<file path="config.mk">
export PLATFORM = sky130hd
export DESIGN_NAME = mem_run_controller
export DESIGN_NICKNAME = d
export VERILOG_FILES = /design/src/rtl/mem_run_controller.sv
export SDC_FILE = /design/constraint.sdc
export NUM_CORES = 1
export LEC_CHECK = 0
export ABC_CLOCK_PERIOD_IN_PS = 6320
export BUFFER_PORTS_ARGS = -buffer_cell sky130_fd_sc_hd__clkbuf_2
export CORE_AREA = 2 2 133 135
export DETAILED_ROUTE_END_ITERATION = 10
export DIE_AREA = 0 0 135 137
export PLACE_DENSITY = 0.72
export SLEW_MARGIN = 0
export SYNTH_ARGS = -nofsm -noshare
export SYNTH_HDL_FRONTEND = slang
export SYNTH_SLANG_ARGS = --single-unit
</file>
<file path="constraint.sdc">
create_clock -name clk -period 6.32 [get_ports clk]
set_input_delay 1.264 -clock clk [delete_from_list [all_inputs] [get_ports clk]]
set_output_delay 1.264 -clock clk [all_outputs]
set_load 0.02 [all_outputs]
</file>
<file path="src/rtl/mem_run_controller.sv">
// mem_run_controller
//   Sequences the delay-line memory manager. Holds run low for a fixed
//   restart window on every start or params change, queues host
//   replace-number requests and only issues them while running, and turns
//   the memory manager's valid/ack report handshake into a valid/ready
//   stream for the UART TX.
//
// Ports
//   clk, n_reset                 clock, async active-low reset
//   cmd_params/_valid            new params word, 1-cycle latch pulse
//   cmd_start, cmd_stop          1-cycle control pulses
//   cmd_replace/_valid/_ready    replace request push interface
//   run, mem_params              registered controls to the memory manager
//   mem_replace_num/_valid       registered replace write strobe
//   mem_received_*               report interface from the memory manager
//   mem_received_ack             registered 1-cycle report ack
//   tx_num/tx_replaced/tx_valid  report stream to the UART TX, tx_ready in
//   state                        0 IDLE, 1 RESTART, 2 RUNNING
//   overrun_count                saturating count of overrun rising edges
//
// state    | meaning
// ---------+--------------------------------------------------------------
// IDLE     | run low, FIFO held, no reports acked
// RESTART  | run low for RESTART_CYCLES clocks, then RUNNING
// RUNNING  | run high, replace strobes issued, reports drained to TX

module mem_run_controller #(
  parameter int PARAMS_W       = 32,
  parameter int REPLACE_W      = 24,
  parameter int RECEIVED_W     = 24,
  parameter int FIFO_DEPTH     = 4,
  parameter int RESTART_CYCLES = 16
) (
  input  logic                  clk,
  input  logic                  n_reset,
  input  logic [PARAMS_W-1:0]   cmd_params,
  input  logic                  cmd_params_valid,
  input  logic                  cmd_start,
  input  logic                  cmd_stop,
  input  logic [REPLACE_W-1:0]  cmd_replace,
  input  logic                  cmd_replace_valid,
  output logic                  cmd_replace_ready,
  output logic                  run,
  output logic [PARAMS_W-1:0]   mem_params,
  output logic [REPLACE_W-1:0]  mem_replace_num,
  output logic                  mem_replace_valid,
  input  logic [RECEIVED_W-1:0] mem_received_num,
  input  logic                  mem_received_replaced,
  input  logic                  mem_received_valid,
  input  logic                  mem_received_overrun,
  output logic                  mem_received_ack,
  output logic [RECEIVED_W-1:0] tx_num,
  output logic                  tx_replaced,
  output logic                  tx_valid,
  input  logic                  tx_ready,
  output logic [1:0]            state,
  output logic [7:0]            overrun_count
);

  localparam int PTR_W = $clog2(FIFO_DEPTH);
  localparam int CNT_W = (RESTART_CYCLES > 2) ? $clog2(RESTART_CYCLES) : 1;
  localparam logic [CNT_W-1:0] RCNT_LOAD = CNT_W'(RESTART_CYCLES - 1);
  localparam logic [PTR_W:0]   FIFO_FULL = (PTR_W+1)'(FIFO_DEPTH);

  typedef enum logic [1:0] {
    ST_IDLE    = 2'd0,
    ST_RESTART = 2'd1,
    ST_RUNNING = 2'd2
  } state_e;

  state_e              state_q;
  logic                run_q;
  logic [PARAMS_W-1:0] params_q;
  logic [CNT_W-1:0]    rcnt_q;

  // A start that loses to a simultaneous stop has no effect at all.
  logic start_go;
  assign start_go = cmd_start && !cmd_stop;

  // Restart timer is a down-counter loaded with RESTART_CYCLES-1 on entry;
  // terminal count 0 moves to RUNNING, giving RESTART_CYCLES clocks of run=0.
  always_ff @(posedge clk or negedge n_reset) begin
    if (!n_reset) begin
      state_q  <= ST_IDLE;
      run_q    <= 1'b0;
      params_q <= '0;
      rcnt_q   <= '0;
    end else begin
      case (state_q)
        ST_IDLE: begin
          if (!cmd_stop) begin
            if (cmd_params_valid) params_q <= cmd_params;
            if (cmd_start) begin
              state_q <= ST_RESTART;
              rcnt_q  <= RCNT_LOAD;
            end
          end
        end
        ST_RESTART: begin
          if (cmd_stop) begin
            state_q <= ST_IDLE;
          end else if (cmd_params_valid) begin
            params_q <= cmd_params;
            rcnt_q   <= RCNT_LOAD;
          end else if (cmd_start) begin
            rcnt_q <= RCNT_LOAD;
          end else if (rcnt_q == '0) begin
            state_q <= ST_RUNNING;
            run_q   <= 1'b1;
          end else begin
            rcnt_q <= rcnt_q - 1'b1;
          end
        end
        ST_RUNNING: begin
          if (cmd_stop) begin
            state_q <= ST_IDLE;
            run_q   <= 1'b0;
          end else if (cmd_params_valid || cmd_start) begin
            // run drops on the same edge the new params appear
            if (cmd_params_valid) params_q <= cmd_params;
            state_q <= ST_RESTART;
            run_q   <= 1'b0;
            rcnt_q  <= RCNT_LOAD;
          end
        end
        default: begin
          state_q <= ST_IDLE;
          run_q   <= 1'b0;
        end
      endcase
    end
  end

  // Overrun edge counter
  logic       ovr_q;
  logic [7:0] ovr_cnt_q;

  always_ff @(posedge clk or negedge n_reset) begin
    if (!n_reset) begin
      ovr_q     <= 1'b0;
      ovr_cnt_q <= '0;
    end else begin
      ovr_q <= mem_received_overrun;
      if (start_go) begin
        ovr_cnt_q <= '0;
      end else if (mem_received_overrun && !ovr_q && (ovr_cnt_q != 8'hFF)) begin
        ovr_cnt_q <= ovr_cnt_q + 8'd1;
      end
    end
  end

  // Replace FIFO
  logic [REPLACE_W-1:0] fifo_mem [FIFO_DEPTH];
  logic [PTR_W-1:0]     wr_ptr_q;
  logic [PTR_W-1:0]     rd_ptr_q;
  logic [PTR_W:0]       fcnt_q;
  logic                 gap_q;
  logic                 rv_q;
  logic [REPLACE_W-1:0] rnum_q;
  logic                 full;
  logic                 empty;
  logic                 push;
  logic                 pop;

  assign full  = (fcnt_q == FIFO_FULL);
  assign empty = (fcnt_q == '0);
  // stop flushes, so a push or pop in the same cycle is discarded
  assign push  = cmd_replace_valid && !full && !cmd_stop;
  // gap_q forces one idle clock after every strobe
  assign pop   = (state_q == ST_RUNNING) && !empty && !gap_q && !cmd_stop;

  always_ff @(posedge clk) begin
    if (push) fifo_mem[wr_ptr_q] <= cmd_replace;
  end

  always_ff @(posedge clk or negedge n_reset) begin
    if (!n_reset) begin
      wr_ptr_q <= '0;
      rd_ptr_q <= '0;
      fcnt_q   <= '0;
      gap_q    <= 1'b0;
      rv_q     <= 1'b0;
      rnum_q   <= '0;
    end else begin
      gap_q <= pop;
      rv_q  <= pop;
      if (pop) rnum_q <= fifo_mem[rd_ptr_q];
      if (cmd_stop) begin
        wr_ptr_q <= '0;
        rd_ptr_q <= '0;
        fcnt_q   <= '0;
      end else begin
        if (push) wr_ptr_q <= wr_ptr_q + 1'b1;
        if (pop)  rd_ptr_q <= rd_ptr_q + 1'b1;
        case ({push, pop})
          2'b10:   fcnt_q <= fcnt_q + 1'b1;
          2'b01:   fcnt_q <= fcnt_q - 1'b1;
          default: fcnt_q <= fcnt_q;
        endcase
      end
    end
  end

  // Report path. The ack term keeps the report still visible during the
  // ack cycle from being captured twice.
  logic                  ack_q;
  logic                  txv_q;
  logic [RECEIVED_W-1:0] txn_q;
  logic                  txr_q;
  logic                  cap;

  assign cap = (state_q == ST_RUNNING) && mem_received_valid && !txv_q && !ack_q;

  always_ff @(posedge clk or negedge n_reset) begin
    if (!n_reset) begin
      ack_q <= 1'b0;
      txv_q <= 1'b0;
      txn_q <= '0;
      txr_q <= 1'b0;
    end else begin
      ack_q <= cap;
      if (cap) begin
        txv_q <= 1'b1;
        txn_q <= mem_received_num;
        txr_q <= mem_received_replaced;
      end else if (txv_q && tx_ready) begin
        txv_q <= 1'b0;
      end
    end
  end

  assign cmd_replace_ready = !full;
  assign run               = run_q;
  assign mem_params        = params_q;
  assign mem_replace_num   = rnum_q;
  assign mem_replace_valid = rv_q;
  assign mem_received_ack  = ack_q;
  assign tx_num            = txn_q;
  assign tx_replaced       = txr_q;
  assign tx_valid          = txv_q;
  assign state             = state_q;
  assign overrun_count     = ovr_cnt_q;

endmodule

</file>
### Word level (Yosys, flattened, before mapping)

Memory sizes are Yosys's and may differ from the RTL's. A register that Yosys moved wholly into a read port is not among the register bits.
Cells that the tools add are included.

| word-level totals | value |
|---|---|
| flip-flop bits (word level) | 83 |
| bits in writable memories | 96 |
| bits of input ports | 90 |
| output and inout bits | 96 |
| memories | 1 |

| operators by class | value |
|---|---|
| add/sub/neg operators | 6 |
| equal/unequal tests | 20 |
| muxes and demuxes | 42 |
| bitwise gates (word level) | 1 |
| reductions and logical operators | 36 |

Memories:

| memory | words | bits a word | rd ports | clocked after Yosys merged registers in | write ports | line | text |
|---|---|---|---|---|---|---|---|
| fifo_mem | 4 | 24 | 1 | 1 | 1 | 153 | `logic [REPLACE_W-1:0] fifo_mem [FIFO_DEPTH];` |

Operator list:

| cell | number |
|---|---|
| 2-to-1 mux 32 bit | 4 |
| one-hot mux 32 bit (2 select lines) | 1 |
| 2-to-1 mux 4 bit | 8 |
| 2-to-1 mux 2 bit | 12 |
| != test 2 bit, second input constant | 9 |
| 2-to-1 mux 8 bit | 2 |
| logical AND 1 bit | 12 |
| != test 3 bit, second input constant | 4 |
| one-hot mux 4 bit (3 select lines) | 1 |
| AND reduction 6 bit | 2 |
| 2-to-1 mux 1 bit | 10 |
| nonzero test 2 bit | 5 |
| adder 8 x 1 -> 8 bit, second input constant | 1 |
| logical NOT 1 bit | 8 |
| != test 8 bit, second input constant | 1 |
| AND reduction 7 bit | 1 |
| one-hot mux 2 bit (3 select lines) | 1 |
| one-hot mux 3 bit (2 select lines) | 1 |
| nonzero test 3 bit | 2 |
| adder 2 x 1 -> 2 bit, second input constant | 2 |
| equality test 2 x 1 -> 1 bit, second input constant | 2 |
| equality test 2 bit, second input constant | 2 |
| logical NOT 4 bit | 1 |
| != test 4 bit, second input constant | 1 |
| other kinds (12) | 12 |

### Depth between registers and ports, before layout

Gate-level depths: netlist of the first run.

| depth | value |
|---|---|
| word-level depth | 8 |
| gate-level depth with buffers | 10 |
| depth with buffers taken out | 8 |

### Worst setup path after synthesis of the first run

No wires, ideal clock.

| timing | value |
|---|---|
| kind | input to register |
| start point | input cmd_stop |
| end point | register fcnt_q[2] |
| library setup time | 0.125 ns |
| data arrival time | 2.848 ns |
| required time | 6.195 ns |
| slack | 3.347 ns |
| cell stages on the path | 8 |
| path buffers | 2 |
| cell sequence | buf_2 -> nor2_8 -> buf_12 -> and2_1 -> fa_1 -> and3_1 -> a22oi_1 -> mux2_2 |

| on the way | value |
|---|---|
| word-level cells in the longest chain between the ends | 5 |
| elaborated cells on any way between the ends | 8 |

RTL lines:

| element | line | text |
|---|---|---|
| start, declared | 39 | `input logic cmd_stop,` |
| logical NOT 1 bit * | 170 | `assign pop = (state_q == ST_RUNNING) && !empty && !gap_q && !cmd_stop;` |
| logical AND 1 bit * | 170 |  |
| net pop | 163 | `logic pop;` |
| equality test 2 x 1 -> 1 bit or equality test 2 bit (tied branches) | 195 | `case ({push, pop})` |
| one-hot mux 3 bit (2 select lines) | 195 |  |
| 2-to-1 mux 3 bit | 188 | `if (cmd_stop) begin` |
| end signal, assigned | 196 | `2'b10: fcnt_q <= fcnt_q + 1'b1;` |
| end signal, assigned | 197 | `2'b01: fcnt_q <= fcnt_q - 1'b1;` |
| end signal, assigned | 198 | `default: fcnt_q <= fcnt_q;` |
| end, declared | 156 | `logic [PTR_W:0] fcnt_q;` |

Mark *: on every way through the listed nets, which the timed path passes. The rest lies on a longest branch.
A chain may end at the register's enable or synchronous reset.

### Worst setup path after layout of the first run

| timing | value |
|---|---|
| start point | register fcnt_q[0] |
| end point | output cmd_replace_ready |

| on the way | value |
|---|---|
| word-level cells in the longest chain between the ends | 2 |

RTL lines:

| element | line | text |
|---|---|---|
| equality test 3 bit | 165 | `assign full = (fcnt_q == FIFO_FULL);` |
| logical NOT 1 bit | 232 | `assign cmd_replace_ready = !full;` |
| end, declared | 42 | `output logic cmd_replace_ready,` |

No other way between the ends.

==> results.yml, run 1 <==
cts:
  post_cts_buffers: 0
  cts_root_buf: "clkbuf_16"
  cts_num_sinks: 203
  clk_path_buf_depth: 3
  htreeDepth: 1
  path_clk_slew_ns: 0.06
  cts_tree: "yes"
  cts_inserted_buffers: 22
  clock_latency_ns: 0.50
  post_cts_resized: 0
  postCtsHoldBufs: 0
synth:
  synth-edff-count: 96
  synth_nets: 539
  ys_async_sr_fraction: 0.527
  synth_top_area_cell: "edfxtp_1"
  yosysTopAreaCellShare: 0.365
  yosysSeqAreaShare: 0.704
  synthFlopType: "dfrtp_1"
  synth_area_mm2: 0.00790
  syn_area_per_cell_um2: 17.9
  ys_warn_count: 0
  synthCells: 442
  ys_types: 46
  ys_seq_elements: 203
  ys_top_cells_by_area: "edfxtp_1 37%, dfrtp_1 34%, mux2_2 12%"
timing:
  finalSetupTns_ns: 0
  clock.fmax_mhz: 352
  worst_pin_slew_ns: 1.18
  setup_violations: 0
  slew_headroom: 0.213
  finalClockSkew_ns: 0.0188
  hold_viol: 0
  finalCritPeriodShare: 0.449
  rsz0062_at_grt: "false"
  maxSlewViolCount: 0
  finalCriticalPeriod_ns: 2.84
global_routing:
  antenna_found_initial: 0
  grt_pass1_vias: 4742
  grt_max_degree: 83
  grtUsageTotal: 0.164
  gr-total-overflow: 0
  grt_pass1_wl_um: 23700
place:
  gp_congestion: 0.752
  port_buffers: 185
  place_hpwl_um: 10400
worst_setup_path:
  timing.rr.start: "fcnt_q[0]"
  critPathSlowestCell: "or3b_1"
  worst-path-max-fanout: 5
  crit_path_cell_trace: "or3b_1 > clkbuf_2"
  cp-startpoint: "fcnt_q[0]"
  slowest_delay_ns: 0.45
  worstPathRequired_ns: 5.06
  cp-start-kind: "flop"
  endpoint_kind: "output port"
  arrival_ns: 1.57
  worstSetupPathType: "flop to output port"
pwr:
  p_seq_frac: 0.492
  p_switching_mw: 0.681
  p_clk_frac: 0.429
  power_density_mw_per_mm2: 307
  ir_worst_vdd_mv: 0.303
  p_int_mw: 2.33
  p_leak_nw: 4.29
  swShare: 0.226
  combPwrFrac: 0.079
  total_power_mw: 3.01
final_layout:
  antenna_cells: 0
  multiInputGateArea_mm2: 0.00221
  seq_area_mm2: 0.00556
  final_layout_size_suffix_gt1_frac: 0.524
  area_growth_pct: 24.1
  fin_nets: 736
  fill_cells: 1347
detailed_routing:
  drc_errors: 0
  vias: 4501
  via_per_inst: 5.11
  drt_wl_total_um: 15500
  wire_per_inst_um: 17.6
  drt_iter0_markers: 201
  drtAntennaViolNets: 0
  dr.pass1.iters: 4
floorplan:
  die_h_um: 137
  die-area_mm2: 0.0185
  coreArea_mm2: 0.0171
  die_x_um: 135
  start_util: 0.463
  pin_count: 186
  rows: 48
status:
  run_status: "completed"
run:
  maxCapViolations: 0
worst_hold_path:
  hold_start: "tx_num[5]"
  hp-class: "flop to flop"
## placed cells by master, fill, tap and decap left out, types with 2 or more instances in the layout
cell type and n:
dfrtp_1 106, mux2_2 85, a21oi_1 6, clkinv_2 6, nor2b_1 5, nand4_1 2, edfxtp_1 96, or3_1 2
buf_4 6, clkinvlp_4 3, o21a_1 3, mux2i_1 2, o21ai_0 3, clkbuf_16 22, xor2_1 3, xnor2_1 4
and3_1 3, nor3_1 5, ha_1 6, bufinv_16 3, nand2_1 9, nand2b_1 5, mux4_2 24, clkbuf_2 184
and2_1 5, inv_1 9, nor2_1 15, nand3_1 4, a31oi_1 2
## critical path: cells and delay by family (launching register included)
family | cells | cell delay [ns]
DFF | 1 | 0.44
buffers and inverters | 1 | 0.20
and+or+nand+nor | 1 | 0.45
## Yosys cell counts, types with 2 or more instances
master,number
o21ai_0,3
and2_1,5
nor2_1,15
nor3_1,5
ha_1,6
o21a_1,3
buf_2,10
mux4_2,24
dfrtp_1,107
mux2_2,85
or3_1,2
nor2b_1,5
inv_1,9
and3_1,3
nand3_1,4
xor2_1,3
xnor2_1,4
a21oi_1,6
edfxtp_1,96
buf_12,2
nand2b_1,5
nand2_1,9
mux2i_1,2
a31oi_1,2
nand4_1,2
clkbuf_1,5
## kinds of logic (layout without fill, tap and decap cells)
group,count (synthesis),count (layout),synth area share
flops,203,203,0.704
mux,111,111,0.192
simple gates,66,66,0.0478
buf+inv,26,239,0.0181
compound gates,22,22,0.0181
fa+ha+maj,7,7,0.0120
xor+xnor,7,7,0.00776
## routing by layer
layer	part of all wire	wire [um]	GRT usage
met5	0	0	0
met4	0.019	293	0.0521
met3	0.063	980	0.0315
met2	0.54	8310	0.301
met1	0.38	5900	0.195
## per-stage QoR
step	setup slack, ns	area [um^2]	hold slack (ns)	instances	utilization
floorplan	3.35	7900	0.504	442	-
finish	3.48	9800	0.506	880	0.574
global route	3.34	9800	0.518	880	0.574
global placement	3.08	9050	0.488	840	0.531
detailed placement	3.06	9050	0.495	840	0.531
CTS	3.48	9800	0.509	880	0.574
## final timing paths
path | slack [ns] | cells after the start | to
max | 3.48 | 2 | cmd_replace_ready
min | 0.51 | 1 | tx_num[5]
max reg2reg | 3.57 | 8 | fcnt_q[2]
min reg2reg | 0.51 | 1 | tx_num[5]
max in group asynchronous | 4.20 | 2 | rd_ptr_q[0]
min in group asynchronous | 0.69 | 1 | mem_params[16]
## cell type report
class,count,area share
Multi-Input combinational cell,213,0.225
Tap cell,225,0.0287
Inverter,9,0.00345
Timing Repair Buffer,190,0.0986
Clock inverter,16,0.0184
Clock buffer,24,0.0580
Sequential cell,203,0.568
## registers in the layout, summed over array words and instances (netlist names), 3 cells and up
name             cells
mem_params          32
fcnt_q               3
rcnt_q               4
tx_num              24
overrun_count        8
mem_replace_num     24
fifo_mem            96
## power groups by stage
| stage | Combinational [mW] | Clock [mW] | Sequential [mW] |
|---|---|---|---|
| after global placement | 0.233 | 0 | 1.50 |
| after detailed placement | 0.242 | 0 | 1.51 |
| after CTS | 0.243 | 1.32 | 1.48 |
| final | 0.238 | 1.29 | 1.48 |
| after global routing | 0.260 | 1.37 | 1.49 |
| after floorplan | 0.0797 | 0 | 1.55 |
Note: power is estimated with default switching activity, not from simulation.
==> run 2: changes to the inputs <==
--- a/config.mk
+++ b/config.mk
@@ -5,11 +5,12 @@
 export SDC_FILE = /design/constraint.sdc
 export NUM_CORES = 1
 export LEC_CHECK = 0
-export ABC_CLOCK_PERIOD_IN_PS = 6320
+export ABC_AREA = 1
+export ABC_CLOCK_PERIOD_IN_PS = 2900
 export BUFFER_PORTS_ARGS = -buffer_cell sky130_fd_sc_hd__clkbuf_2
-export CORE_AREA = 2 2 133 135
+export CORE_AREA = 2 2 136 138
 export DETAILED_ROUTE_END_ITERATION = 10
-export DIE_AREA = 0 0 135 137
+export DIE_AREA = 0 0 138 140
 export PLACE_DENSITY = 0.72
 export SLEW_MARGIN = 0
 export SYNTH_ARGS = -nofsm -noshare
==> constraint.sdc (replaced) <==
create_clock -name clk -period 2.9 [get_ports clk]
set_input_delay 0.58 -clock clk [delete_from_list [all_inputs] [get_ports clk]]
set_output_delay 0.58 -clock clk [all_outputs]
set_load 0.02 [all_outputs]
==> run 2 against run 1 <==
Net effect: worst setup slack got worse by 2.6 ns; sequential share of layout area decreased by 1.7 points; area after synthesis grew 4.8%; first-iteration DRC count rose by 110%; routed wire length is 16% higher; sequential power increased by 120%; critical path type is now flop to flop; largest cell class unchanged; highest routed layer unchanged.
==> results.yml, run 2 <==
status:
  run_status: "completed"
final_layout:
  mostFrequentLayoutCells: "229 x nand2_1, 184 x clkbuf_2, 107 x dfrtp_1"
  fin_nets: 1056
  final_common_cell: "nand2_1"
  regMostFlops: "fifo_mem"
  final_layout_size_suffix_gt1_frac: 0.291
  largest_register_ffs: 96
  fin_area_mm2: 0.0101
  area_growth_pct: 22.2
  antenna_cells: 0
  fill_cells: 1568
cts:
  cts_tree: "yes"
  htreeDepth: 1
  clock_latency_ns: 0.50
  postCtsHoldBufs: 0
  cts_inserted_buffers: 22
  clk_path_buf_depth: 3
  post_cts_resized: 0
  post_cts_buffers: 0
  cts_root_buf: "clkbuf_16"
  cts_num_sinks: 203
  path_clk_slew_ns: 0.06
synth:
  ys_seq_elements: 203
  ys_types: 32
  synth_top_area_cell: "edfxtp_1"
  ys_top_cells_by_area: "edfxtp_1 35%, dfrtp_1 32%, nand2_1 10%"
  yosysSeqAreaShare: 0.672
  synthCells: 770
  synth-edff-count: 96
  yosysTopAreaCellShare: 0.348
  synth_common_cells: "229 x nand2_1, 107 x dfrtp_1, 96 x edfxtp_1"
  syn_area_per_cell_um2: 10.7
  synth_area_mm2: 0.00827
  synth_nets: 867
  ys_async_sr_fraction: 0.527
  yosysMostFrequentCell: "nand2_1"
  synthFlopType: "dfrtp_1"
  ys_warn_count: 0
global_routing:
  use_met2: 0.318
  antenna_found_initial: 0
  gr-total-overflow: 0
  grtUsageTotal: 0.185
  grtUsageMet1: 0.244
  grt_pass1_vias: 5822
  grt_pass1_wl_um: 29400
  globalRouteMet3Util: 0.0332
  top_usage_layer: "met2"
  grt_max_degree: 108
detailed_routing:
  wire_per_inst_um: 14.9
  drtAntennaViolNets: 0
  drt_iter0_markers: 415
  drc_errors: 0
  drt_wl_total_um: 17900
  vias: 5845
  dr.pass1.iters: 4
  via_per_inst: 4.85
timing:
  finalSetupTns_ns: 0
  rsz0062_at_grt: "false"
  hold_viol: 0
  finalClockSkew_ns: 0.0129
  finalCritPeriodShare: 0.709
  worst_pin_slew_ns: 0.848
  maxSlewViolCount: 0
  slew_headroom: 0.435
  setup_violations: 0
  clock.fmax_mhz: 486
  finalCriticalPeriod_ns: 2.06
worst_hold_path:
  hp-class: "primary input to async pin"
pwr:
  total_power_mw: 6.62
  ir_worst_vdd_mv: 0.415
  power_density_mw_per_mm2: 655
  p_leak_nw: 4.89
floorplan:
  rows: 49
  start_util: 0.465
  die-area_mm2: 0.0193
  coreArea_mm2: 0.0178
  pin_count: 186
  die_h_um: 140
  die_x_um: 138
worst_setup_path:
  arrival_ns: 2.41
  worstPathRequired_ns: 3.25
  worstSetupPathType: "flop to flop"
  cp-start-kind: "flop"
  endpoint_kind: "flop"
  worst-path-max-fanout: 64
place:
  placed_cell_area_mm2: 0.00941
  port_buffers: 185
  place_hpwl_um: 11300
  gp_congestion: 0.773
run:
  maxCapViolations: 0
## run 2: cell count changes after synthesis, sizes merged, moves of 5 or more
| cell | change |
|---|---|
| and2 | -5 |
| clkbuf | +10 |
| inv | +61 |
| mux2 | -85 |
| mux4 | -24 |
| nand2 | +221 |
| nand2b | -6 |
| nand3 | +9 |
| nor2 | +60 |
| nor2b | -5 |
| o21ai | +92 |
| o22ai | +23 |
## run 2: per-layer routing
layer  part of all wire  up-vias
li1                   -     2902
met5                  0        -
met3              0.050       26
met4              0.021        0
met1               0.43     2779
met2               0.49      138
## run 2: where the power goes
group	leakage, nW	internal, mW	switching [mW]
combinational	2.27	0.234	0.450
sequential	2.29	3.19	0.0913
clock	0.338	1.56	1.09
## run 2: path summary, 6_finish.rpt
check,start,endpoint,slack (ns),cells past startpoint
hold / removal,n_reset,mem_params[11],0.16,2
hold reg to reg,mem_replace_num[3],mem_replace_num[3],0.48,2
setup reg to reg,state[1],mem_params[7],0.84,6
min in group clk,mem_received_overrun,ovr_q,0.21,1
max in group asynchronous,n_reset,mem_replace_num[18],2.33,2
setup / recovery,state[1],mem_params[7],0.84,6
## run 2: cell families (layout without fill, tap and decap cells)
logic type                 Yosys count  after routing  share of synthesized area
adders and majority gates            7              7                     0.0115
xor gates and xnor gates             4              4                    0.00424
AOI/OAI and AO/OA                  126            126                     0.0959
DFF                                203            203                      0.672
and+or+nand+nor                    331            331                      0.163
buffers and inverters               99            304                     0.0528
## run 2: cell type report
cell class                      instances  area, um^2  area share
Multi-Input combinational cell        468        2290       0.226
Timing Repair Buffer                  194        1010      0.0998
Inverter                               70         265      0.0262
Tap cell                              229         287      0.0283
Sequential cell                       203        5560       0.550
Clock buffer                           34         656      0.0649
Clock inverter                          6        45.0     0.00446
## run 2: worst max-delay path, cell delays in order (launching register included)
cell	delay [ns]
dfrtp_1	0.47
nand2_2	0.17
inv_2	0.09
o21ai_2	0.11
nand3_4	0.65
nand2_1	0.30
o21ai_2	0.08
## run 2: through the flow
stage | setup slack [ns] | utilization | cells | hold slack, ns
2_1_floorplan | 0.406 | - | 770 | 0.284
3_3_place_gp | 0.635 | 0.529 | 1164 | 0.458
3_5_place_dp | 0.584 | 0.529 | 1164 | 0.464
4_1_cts | 0.846 | 0.568 | 1204 | 0.183
5_1_grt | 0.665 | 0.568 | 1204 | 0.189
6_report | 0.843 | 0.568 | 1204 | 0.163
==> run 3: changes to the inputs <==
--- a/config.mk
+++ b/config.mk
@@ -5,12 +5,12 @@
 export SDC_FILE = /design/constraint.sdc
 export NUM_CORES = 1
 export LEC_CHECK = 0
-export ABC_AREA = 1
-export ABC_CLOCK_PERIOD_IN_PS = 2900
+export ABC_AREA = 0
+export ABC_CLOCK_PERIOD_IN_PS = 1900
 export BUFFER_PORTS_ARGS = -buffer_cell sky130_fd_sc_hd__clkbuf_2
-export CORE_AREA = 2 2 136 138
+export CORE_AREA = 2 2 133 135
 export DETAILED_ROUTE_END_ITERATION = 10
-export DIE_AREA = 0 0 138 140
+export DIE_AREA = 0 0 135 137
 export PLACE_DENSITY = 0.72
 export SLEW_MARGIN = 0
 export SYNTH_ARGS = -nofsm -noshare
==> constraint.sdc (replaced) <==
create_clock -name clk -period 1.9 [get_ports clk]
set_input_delay 0.38 -clock clk [delete_from_list [all_inputs] [get_ports clk]]
set_output_delay 0.38 -clock clk [all_outputs]
set_load 0.02 [all_outputs]
==> run 3 against run 2 <==
Net effect: the flow now finishes with violations (negative setup slack); non-clock buffer count up 25; die area is 4.3% lower; register-to-register slack got worse by 1.1 ns; maximum frequency is 3.7% lower; clock skew shrank 0.0047 ns; critical path depth up 2; global-route usage fell by 1.6 points; clock-buffer cell count is 5 lower; critical path type unchanged; largest cell class unchanged.
==> results.yml, run 3 (same netlist as run 1, synthesis figures left out) <==
status:
  run_status: "finished with violations"
  violations: "negative setup slack"
floorplan:
  coreArea_mm2: 0.0171
  die_h_um: 137
  die-area_mm2: 0.0185
  rows: 48
  die_x_um: 135
  pin_count: 186
  start_util: 0.463
timing:
  rsz0062_at_grt: "true"
  holdWs_ns: 0.0494
  clock.fmax_mhz: 468
  setup_violations: 2
  finalCriticalPeriod_ns: 2.14
  finalClockSkew_ns: 0.00817
  slew_headroom: 0.643
  worst_pin_slew_ns: 0.531
  finalCritPeriodShare: 1.12
  maxSlewViolCount: 0
  setup_ws_ns: -0.235
  hold_viol: 0
pwr:
  swShare: 0.229
  power_density_mw_per_mm2: 955
  p_seq_frac: 0.508
  combPwrFrac: 0.090
  p_switching_mw: 2.21
  p_clk_frac: 0.401
  p_leak_nw: 4.45
  p_int_mw: 7.46
  total_power_mw: 9.67
  ir_worst_vdd_mv: 0.817
worst_setup_path:
  ff2ff_path_depth: 8
  slowest_delay_ns: 0.41
  worst-path-max-fanout: 3
  crit_buf_inv: 1
  timing.rr.start: "fcnt_q[2]"
  crit_path_cell_trace: "buf_4 > or3b_4 > nand2_2 > and2_4 > fa_2 > nor4_2 > a22oi_2 > mux2_2"
  cp-start-kind: "flop"
  worstPathRequired_ns: 2.27
  cp.depth: 8
  critPathSlowestCell: "dfrtp_1"
  worstSetupPathType: "flop to flop"
  reg2reg_to: "fcnt_q[2]"
  endpoint_kind: "flop"
  rrSetupSlack_ns: -0.24
  crit_family: "simple AND/OR/NAND/NOR gates"
  cp-startpoint: "fcnt_q[2]"
  arrival_ns: 2.51
detailed_routing:
  via_per_inst: 5.09
  drtAntennaViolNets: 0
  dr.pass1.iters: 4
  drt_iter0_markers: 149
  vias: 4631
  drc_errors: 0
  wire_per_inst_um: 17.5
  drt_wl_total_um: 15900
cts:
  path_clk_slew_ns: 0.06
  cts_root_buf: "clkbuf_16"
  clock_latency_ns: 0.49
  cts_num_sinks: 203
  cts_tree: "yes"
  clk_path_buf_depth: 3
  htreeDepth: 1
  cts_inserted_buffers: 22
global_routing:
  grt_pass1_wl_um: 24400
  top_usage_layer: "met2"
  grtUsageMet1: 0.213
  grtUsageTotal: 0.169
  grt_max_degree: 47
  use_met2: 0.297
  grt_pass1_vias: 4770
  gr-total-overflow: 0
  globalRouteMet3Util: 0.0326
  antenna_found_initial: 0
run:
  maxCapViolations: 0
final_layout:
  fin_nets: 765
  area_growth_pct: 28.2
  regMostFlops: "fifo_mem"
  final_layout_size_suffix_gt1_frac: 0.553
  mostFrequentLayoutCells: "183 x clkbuf_2, 105 x dfrtp_1, 96 x edfxtp_1"
  post-route-util: 0.593
  final_common_cell: "clkbuf_2"
  antenna_cells: 0
  largest_register_ffs: 96
place:
  dp_slack_ns: -0.342
  place_hpwl_um: 11000
  port_buffers: 185
  gp_congestion: 0.831
worst_hold_path:
  min_to: "ovr_q"
  hold_path_depth: 1
  hold_start: "mem_received_overrun"
  hp-class: "primary input to flop"
run 3: changes by cell type in the layout (fill, tap and decap cells not counted), moves of 33 or more:
cell | before | now
nand2_1 | 229 | 8
mux2_2 | 0 | 85
o21ai_0 | 61 | 3
inv_1 | 64 | 9
nor2_1 | 68 | 14
o21ai_2 | 33 | 0
run 3: repair_timing:
item,CTS,global route
endpoints found under the setup margin,97,99
gates resized for setup,6,6
setup buffers,0,1
hold buffers,1,0
hold endpoints to repair,20,0
pin swaps,4,2
run 3: area by class of cell:
| class | count | area [um^2] |
|---|---|---|
| clock inverters | 11 | 60.1 |
| flip-flops and latches | 203 | 5560 |
| well taps | 225 | 282 |
| fillers | 1331 | 6940 |
| repair buffers | 219 | 1330 |
| clock buffers | 29 | 608 |
| multi-input cells | 213 | 2250 |
| inverters | 9 | 33.8 |
run 3: how the worst max path moves through the flow:
stage / endpoint / slack [ns]
floorplan: fcnt_q[2] / -0.44
global placement: fcnt_q[2] / -0.26
detailed placement: fcnt_q[2] / -0.34
CTS: cmd_replace_ready / -0.21
global route: fcnt_q[2] / -0.31
finish: fcnt_q[2] / -0.24
run 3: stage by stage:
stage	instance area [um^2]	setup TNS [ns]	std cells
3_5_place_dp	9390	-1.23	867
3_3_place_gp	9390	-0.265	867
5_1_grt	10100	-2.16	909
6_report	10100	-0.445	909
2_1_floorplan	7920	-0.703	442
4_1_cts	10100	-0.426	908
run 3: routing by layer:
| metal | part of all wire | up-vias |
|---|---|---|
| met4 | 0.017 | 0 |
| met2 | 0.52 | 145 |
| li1 | - | 2118 |
| met5 | 0 | - |
| met3 | 0.054 | 18 |
| met1 | 0.40 | 2350 |
run 3: worst reg2reg max path: cells and delay by family, from the launching register on:
| kind | cells | cell delay, ns |
|---|---|---|
| compound gates | 1 | 0.08 |
| fa+ha+maj | 1 | 0.35 |
| buf+inv | 1 | 0.15 |
| flops | 1 | 0.41 |
| mux | 1 | 0.29 |
| simple gates | 4 | 0.74 |
run 3: power groups by stage:
| stage | Sequential, mW | Clock (mW) | Combinational (mW) |
|---|---|---|---|
| finish | 4.92 | 3.88 | 0.873 |
| detailed placement | 5.00 | 0 | 0.873 |
| global placement | 4.99 | 0 | 0.846 |
| CTS | 4.92 | 3.99 | 0.880 |
| floorplan | 5.16 | 0 | 0.267 |
| global route | 4.94 | 4.18 | 0.948 |
